File: src/rtl/idx_to_oh_skid_pkg.sv
// Shared types and decode helper for the index-to-one-hot decoder and the blocks
// that reuse its decode. Types are sized for the widest supported decoder.
package idx_to_oh_skid_pkg;

  localparam int unsigned OH_MAX_WIDTH  = 64;
  localparam int unsigned IDX_MAX_WIDTH = $clog2(OH_MAX_WIDTH);

  typedef logic [OH_MAX_WIDTH-1:0]  oh_vec_t;
  typedef logic [IDX_MAX_WIDTH-1:0] idx_t;

  // Narrower decoders leave the upper one_hot/idx bits at constant zero.
  typedef struct packed {
    oh_vec_t one_hot;
    idx_t    idx;
    logic    range_err;
  } decode_entry_t;

  // Encoding is {skid.valid, main.valid}; 2'b10 is unreachable.
  typedef enum logic [1:0] {
    ST_EMPTY = 2'b00,
    ST_ONE   = 2'b01,
    ST_FULL  = 2'b11
  } skid_state_e;

  function automatic decode_entry_t DECODE_OH(input idx_t idx, input int unsigned oh_width);
    decode_entry_t e;
    e.idx       = idx;
    e.range_err = (32'(idx) >= oh_width);
    e.one_hot   = e.range_err ? '0 : (oh_vec_t'(1) << idx);
    return e;
  endfunction

endpackage

File: src/rtl/idx_to_oh_skid_buffer_2.sv
// Generic 2-entry valid/ready register slice: main entry drives the outputs from
// flops, skid entry absorbs the one item that arrives while main is stalled.
module skid_buffer_2
  import idx_to_oh_skid_pkg::*;
#(
  parameter int unsigned WIDTH = 8
) (
  input  logic             clk,
  input  logic             rst_n,
  input  logic             in_valid,
  output logic             in_ready,
  input  logic [WIDTH-1:0] in_data,
  output logic             out_valid,
  input  logic             out_ready,
  output logic [WIDTH-1:0] out_data
);

  skid_state_e      state_q, state_d;
  logic             in_ready_q, in_ready_d;
  logic [WIDTH-1:0] m_data_q, m_data_d;
  logic [WIDTH-1:0] s_data_q, s_data_d;
  logic [1:0]       state_bits;
  logic             m_vld, s_vld;
  logic             in_fire, out_fire;

  assign state_bits = state_q;
  assign m_vld      = state_bits[0];
  assign s_vld      = state_bits[1];
  assign in_fire    = in_valid && in_ready_q;
  assign out_fire   = m_vld && out_ready;

  always_comb begin
    state_d  = state_q;
    m_data_d = m_data_q;
    s_data_d = s_data_q;
    unique case (state_q)
      ST_EMPTY: begin
        if (in_fire) begin
          state_d  = ST_ONE;
          m_data_d = in_data;
        end
      end
      ST_ONE: begin
        // Simultaneous in/out: the current item leaves and main reloads in place.
        if (in_fire && out_fire) begin
          m_data_d = in_data;
        end else if (in_fire) begin
          state_d  = ST_FULL;
          s_data_d = in_data;
        end else if (out_fire) begin
          state_d  = ST_EMPTY;
        end
      end
      ST_FULL: begin
        if (out_fire) begin
          state_d  = ST_ONE;
          m_data_d = s_data_q;
        end
      end
      default: begin
        state_d = ST_EMPTY;
      end
    endcase
    in_ready_d = (state_d != ST_FULL);
  end

  always_ff @(posedge clk or negedge rst_n) begin
    if (!rst_n) begin
      state_q    <= ST_EMPTY;
      in_ready_q <= 1'b1;
      m_data_q   <= '0;
    end else begin
      state_q    <= state_d;
      in_ready_q <= in_ready_d;
      m_data_q   <= m_data_d;
    end
  end

  // Skid data is only ever read while its valid bit is set, so it needs no reset.
  always_ff @(posedge clk) begin
    s_data_q <= s_data_d;
  end

  assign in_ready  = in_ready_q;
  assign out_valid = m_vld;
  assign out_data  = m_data_q;

  a_legal_state: assert property (@(posedge clk) disable iff (!rst_n)
    state_bits != 2'b10);

  a_ready_tracks_skid: assert property (@(posedge clk) disable iff (!rst_n)
    in_ready_q == !s_vld);

  a_no_accept_when_full: assert property (@(posedge clk) disable iff (!rst_n)
    s_vld |-> !in_fire);

  a_out_stable: assert property (@(posedge clk) disable iff (!rst_n)
    (m_vld && !out_ready) |=> (m_vld && $stable(m_data_q)));

endmodule

File: src/rtl/idx_to_oh_skid.sv
// Streaming index-to-one-hot decoder: decodes at capture time and presents
// {one_hot, idx, range_err} through a fully registered 2-entry skid buffer.
module idx_to_oh_skid
  import idx_to_oh_skid_pkg::*;
#(
  parameter int unsigned OH_WIDTH      = 4,
  parameter int unsigned IDX_WIDTH     = $clog2(OH_WIDTH),
  parameter int unsigned ERR_CNT_WIDTH = 8
) (
  input  logic                     clk,
  input  logic                     rst_n,
  input  logic                     in_valid,
  output logic                     in_ready,
  input  logic [IDX_WIDTH-1:0]     in_idx,
  output logic                     out_valid,
  input  logic                     out_ready,
  output logic [OH_WIDTH-1:0]      out_one_hot,
  output logic [IDX_WIDTH-1:0]     out_idx,
  output logic                     out_range_err,
  output logic [ERR_CNT_WIDTH-1:0] err_count
);

  localparam int unsigned ENTRY_W = $bits(decode_entry_t);

  if (OH_WIDTH < 2 || OH_WIDTH > OH_MAX_WIDTH ||
      IDX_WIDTH < $clog2(OH_WIDTH) || IDX_WIDTH > IDX_MAX_WIDTH) begin : g_bad_param
    $error("idx_to_oh_skid: unsupported OH_WIDTH/IDX_WIDTH combination");
  end

  decode_entry_t          dec_entry;
  decode_entry_t          out_ent;
  logic [ENTRY_W-1:0]     buf_out;
  logic                   in_fire;
  logic [ERR_CNT_WIDTH-1:0] err_cnt_q, err_cnt_d;
  logic                   unused_ent;

  assign dec_entry = DECODE_OH(IDX_MAX_WIDTH'(in_idx), OH_WIDTH);
  assign in_fire   = in_valid && in_ready;

  skid_buffer_2 #(
    .WIDTH (ENTRY_W)
  ) u_skid (
    .clk       (clk),
    .rst_n     (rst_n),
    .in_valid  (in_valid),
    .in_ready  (in_ready),
    .in_data   (dec_entry),
    .out_valid (out_valid),
    .out_ready (out_ready),
    .out_data  (buf_out)
  );

  assign out_ent       = buf_out;
  assign out_one_hot   = out_ent.one_hot[OH_WIDTH-1:0];
  assign out_idx       = out_ent.idx[IDX_WIDTH-1:0];
  assign out_range_err = out_ent.range_err;
  assign unused_ent    = ^out_ent;

  // Counts accepted out-of-range indices, holding at all-ones rather than wrapping.
  always_comb begin
    err_cnt_d = err_cnt_q;
    if (in_fire && dec_entry.range_err && (err_cnt_q != '1)) begin
      err_cnt_d = err_cnt_q + ERR_CNT_WIDTH'(1);
    end
  end

  always_ff @(posedge clk or negedge rst_n) begin
    if (!rst_n) begin
      err_cnt_q <= '0;
    end else begin
      err_cnt_q <= err_cnt_d;
    end
  end

  assign err_count = err_cnt_q;

  a_err_monotonic: assert property (@(posedge clk) disable iff (!rst_n)
    1'b1 |=> (err_cnt_q >= $past(err_cnt_q)));

  a_err_implies_zero_oh: assert property (@(posedge clk) disable iff (!rst_n)
    (out_valid && out_range_err) |-> (out_one_hot == '0));

endmodule

File: config.mk
export PLATFORM = sky130hd
export DESIGN_NAME = idx_to_oh_skid
export DESIGN_NICKNAME = d
export VERILOG_FILES = /design/src/rtl/idx_to_oh_skid_pkg.sv /design/src/rtl/idx_to_oh_skid_buffer_2.sv /design/src/rtl/idx_to_oh_skid.sv
export SDC_FILE = /design/constraint.sdc
export NUM_CORES = 1
export LEC_CHECK = 0
export ABC_AREA = 1
export BUFFER_PORTS_ARGS = -buffer_cell sky130_fd_sc_hd__buf_2
export CORE_MARGIN = 10
export CORE_UTILIZATION = 45
export DETAILED_ROUTE_END_ITERATION = 6
export HOLD_SLACK_MARGIN = 0.02
export PLACE_DENSITY_LB_ADDON = 0.05
export SLEW_MARGIN = 10
export SYNTH_ARGS = -nofsm -noshare
export SYNTH_HDL_FRONTEND = slang
export SYNTH_HIERARCHICAL = 1
export SYNTH_SLANG_ARGS = --single-unit
File: constraint.sdc
create_clock -name clk -period 3.9 [get_ports clk]
set_clock_uncertainty 0.15 [all_clocks]
set_input_delay 0.78 -clock clk [delete_from_list [all_inputs] [get_ports clk]]
set_output_delay 0.78 -clock clk [all_outputs]
set_load 0.005 [all_outputs]
==> results.md <==
Setup path:
- The slowest cell on the critical path is sky130_fd_sc_hd__dfstp_2.
- The data arrival at the endpoint of the critical path is around 0.96 ns.
- The endpoint of the worst-slack reg-to-reg timing path is u_skid/out_data[8].
- The setup path with the least slack is of type flip-flop to output pin.
- The highest cell delay on the worst timing path is approximately 0.57 ns.
- The worst register-to-register path has a depth of 7.
- The biggest fanout along the worst timing path is 4.
- The element type at the critical path end is an output pin.
- In this run the number of cells on the critical path is 1.
- The worst reg-to-reg setup slack is ~2.1 ns.
- Traced cell by cell, the critical path runs through buf_2.
- The number of buffer and inverter stages on the critical path is 1.
- STA puts the critical path data required time at between 2 and 3 ns.
- STA classifies the critical path startpoint as a flip-flop.
- The startpoint identified for the worst register-to-register timing path is u_skid/state_bits[1].
- The top cell family by delay on the critical path is flip-flops.

Timing:
- The final number of max-transition violations is 0.
- The final worst-path cycle share is ~48%.
- The maximum achievable frequency is around 530 MHz.
- Setup repair after global routing left no endpoint under its margin.
- The minimum clock period after layout is between 1.5 and 2 ns.
- The final total negative setup slack is 0 ns.
- Setup violations remaining at the end of the flow were counted as 0.
- The total count of hold-check failures in the final report came to 0.

Global routing:
- The first global-routing pass estimated about 2800 um of wire.
- Global routing consumed, over all layers together, 8.06% of the routing resources.
- The via count of the first global-routing pass is just over 600.
- Summed over all layers, the global routing overflow is 0.
- The number of antenna violations at the first check in global routing is 0.
- Entering global routing, the biggest net connects 16 pins.

Route:
- The first routing iteration left 12 violations.
- Dividing the detail-routed wire length by the instance count gives approximately 11 um.
- The first-pass iteration count of the detailed router is 4.
- After detailed routing, the number of remaining DRC violations is 0.
- The post-detailed-route count of antenna-violating nets is 0.
- The detailed-route vias per instance is 4.29.
- The routed design has 1640 um of wire.
- The via count of the routed design is approximately 670.

Outcome:
- The run finished with clean final reports.

Clock network:
- The clock drives 17 sinks.
- Counting along the longest clock path gives a buffer depth of 2.
- The count of hold buffers inserted by post-cts repair is 0.
- The root buffer cell chosen for the clock tree is sky130_fd_sc_hd__clkbuf_4.
- Post-CTS timing repair inserted 0 buffers for setup.
- The TritonCTS clock tree is done.
- For the worst-skew pair, the clock arrives at the later sink with an insertion delay of 0.28 ns.
- Buffers inserted during clock tree synthesis total 3.
- The clock slew seen by the registers of the worst setup and hold paths is approximately 0.09 ns.
- The number of gates resized after CTS was 0.
- The depth of the CTS H-tree is 1.

Place:
- The half-perimeter wire length after detailed placement is approximately 1300 um.
- The weighted congestion at the end of routability-driven global placement is just under 0.8.
- The count of input and output buffers is 14.

Yosys:
- The per-instance average area after synthesis is roughly 8.1 um^2.
- The cell count after synthesis is between 100 and 150.
- In this run the cell area of the synthesized design comes to slightly below 0.001 mm^2.
- The number of synthesis warnings is 6.

Pwr:
- The analysis attributes to cell leakage a power of ~0.55 nW.
- The worst-case vdd ir drop is ~330 uV.
- In this run the power density over the cells is roughly 670 mW/mm^2.
- The total power is 0.685 mW.

Min path:
- The worst hold path belongs to the class primary input to asynchronous set/reset pin.

Floorplan:
- The initial utilization of the core area, before any placement, comes to roughly half.
- The die covers 0.00444 mm^2.
- The vertical die dimension is between 60 and 70 um.
- The region available for standard cell placement spans a little over 0.002 mm^2.
- The die is ~67 um wide.
- The cell row count is 16.
- The top-level port count is 23.

Layout:
- Relative to the synthesized area, the layout overhead comes to 4.22%.
- The repair_antennas step left the layout with diodes totalling 0.
- The post-route netlist has around 16% of its cells at a drive strength greater than 1.
- At the end of the flow the core is filled with cells to 50.4%.
- The number of nets in the finished design is 140.

Run:
- The tool flagged a number of max-cap violations equal to 0.
[how the worst max path moves through the flow]
stage | start | endpoint | slack, ns
final | u_skid/in_ready | in_ready | 2.01
after global routing | u_skid/state_bits[1] | u_skid/out_data[7] | 1.93
after CTS | u_skid/in_ready | in_ready | 1.98
after detailed placement | out_ready | u_skid/s_data_q[8] | 1.97
after global placement | out_ready | u_skid/s_data_q[8] | 2.01
after floorplan | out_ready | u_skid/s_data_q[0] | 2.22
[placed cells by master, fill, tap and decap left out]
cell / count
sky130_fd_sc_hd__nor2_1: 5
sky130_fd_sc_hd__conb_1: 10
sky130_fd_sc_hd__inv_2: 1
sky130_fd_sc_hd__ha_1: 5
sky130_fd_sc_hd__buf_2: 14
sky130_fd_sc_hd__a21oi_1: 1
sky130_fd_sc_hd__clkbuf_4: 3
sky130_fd_sc_hd__nand2_1: 36
sky130_fd_sc_hd__nand4_1: 1
sky130_fd_sc_hd__o21ai_0: 8
sky130_fd_sc_hd__clkbuf_1: 1
sky130_fd_sc_hd__nand3_1: 8
sky130_fd_sc_hd__dfstp_2: 1
sky130_fd_sc_hd__edfxtp_1: 7
sky130_fd_sc_hd__o22ai_2: 1
sky130_fd_sc_hd__inv_1: 16
sky130_fd_sc_hd__nand2_2: 1
sky130_fd_sc_hd__dfrtp_1: 9
[through the flow]
stage	cells	cell area, um^2	hold slack, ns	setup slack, ns
3_3_place_gp	151	993	0.301	2.01
3_5_place_dp	151	993	0.304	1.97
2_1_floorplan	130	1010	0.313	2.22
6_report	155	1020	0.185	2.01
5_1_grt	155	1020	0.175	1.93
4_1_cts	155	1020	0.184	1.98
[power breakdown]
| part | internal (mW) | total, mW | switching [mW] |
|---|---|---|---|
| clock | 0.0396 | 0.0884 | 0.0487 |
| combinational | 0.111 | 0.307 | 0.195 |
| sequential | 0.254 | 0.290 | 0.0358 |
[per-layer routing]
layer	part of all wire (%)	up-vias	GRT usage (%)
met2	38	21	11.0
met5	0	-	0
li1	-	361	-
met4	0.97	0	3.14
met3	11	2	4.68
met1	49	281	10.0
[worst register-to-register path, cell delays in order (launching register included)]
cell and delay, ns:
sky130_fd_sc_hd__dfrtp_1 0.44, sky130_fd_sc_hd__inv_1 0.10, sky130_fd_sc_hd__ha_1 0.24, sky130_fd_sc_hd__nand3_1 0.16, sky130_fd_sc_hd__o22ai_2 0.32, sky130_fd_sc_hd__nand2_2 0.17
sky130_fd_sc_hd__nand2_1 0.11, sky130_fd_sc_hd__nand2_1 0.05
[state kept, by name, indices dropped and copies added, names as in the netlist]
register	cells
u_skid/state_bits	2
u_skid/in_ready	1
u_skid/s_data_q	7
u_skid/out_data	7
[cell type report]
type | instances | area [um^2]
sequential | 17 | 462
clock buffer | 4 | 26.3
tap | 27 | 33.8
fill | 216 | 1000
multi-input combinational | 76 | 364
inverter | 17 | 63.8
timing repair buffer | 14 | 70.1
(Power assumes the default switching activity.)
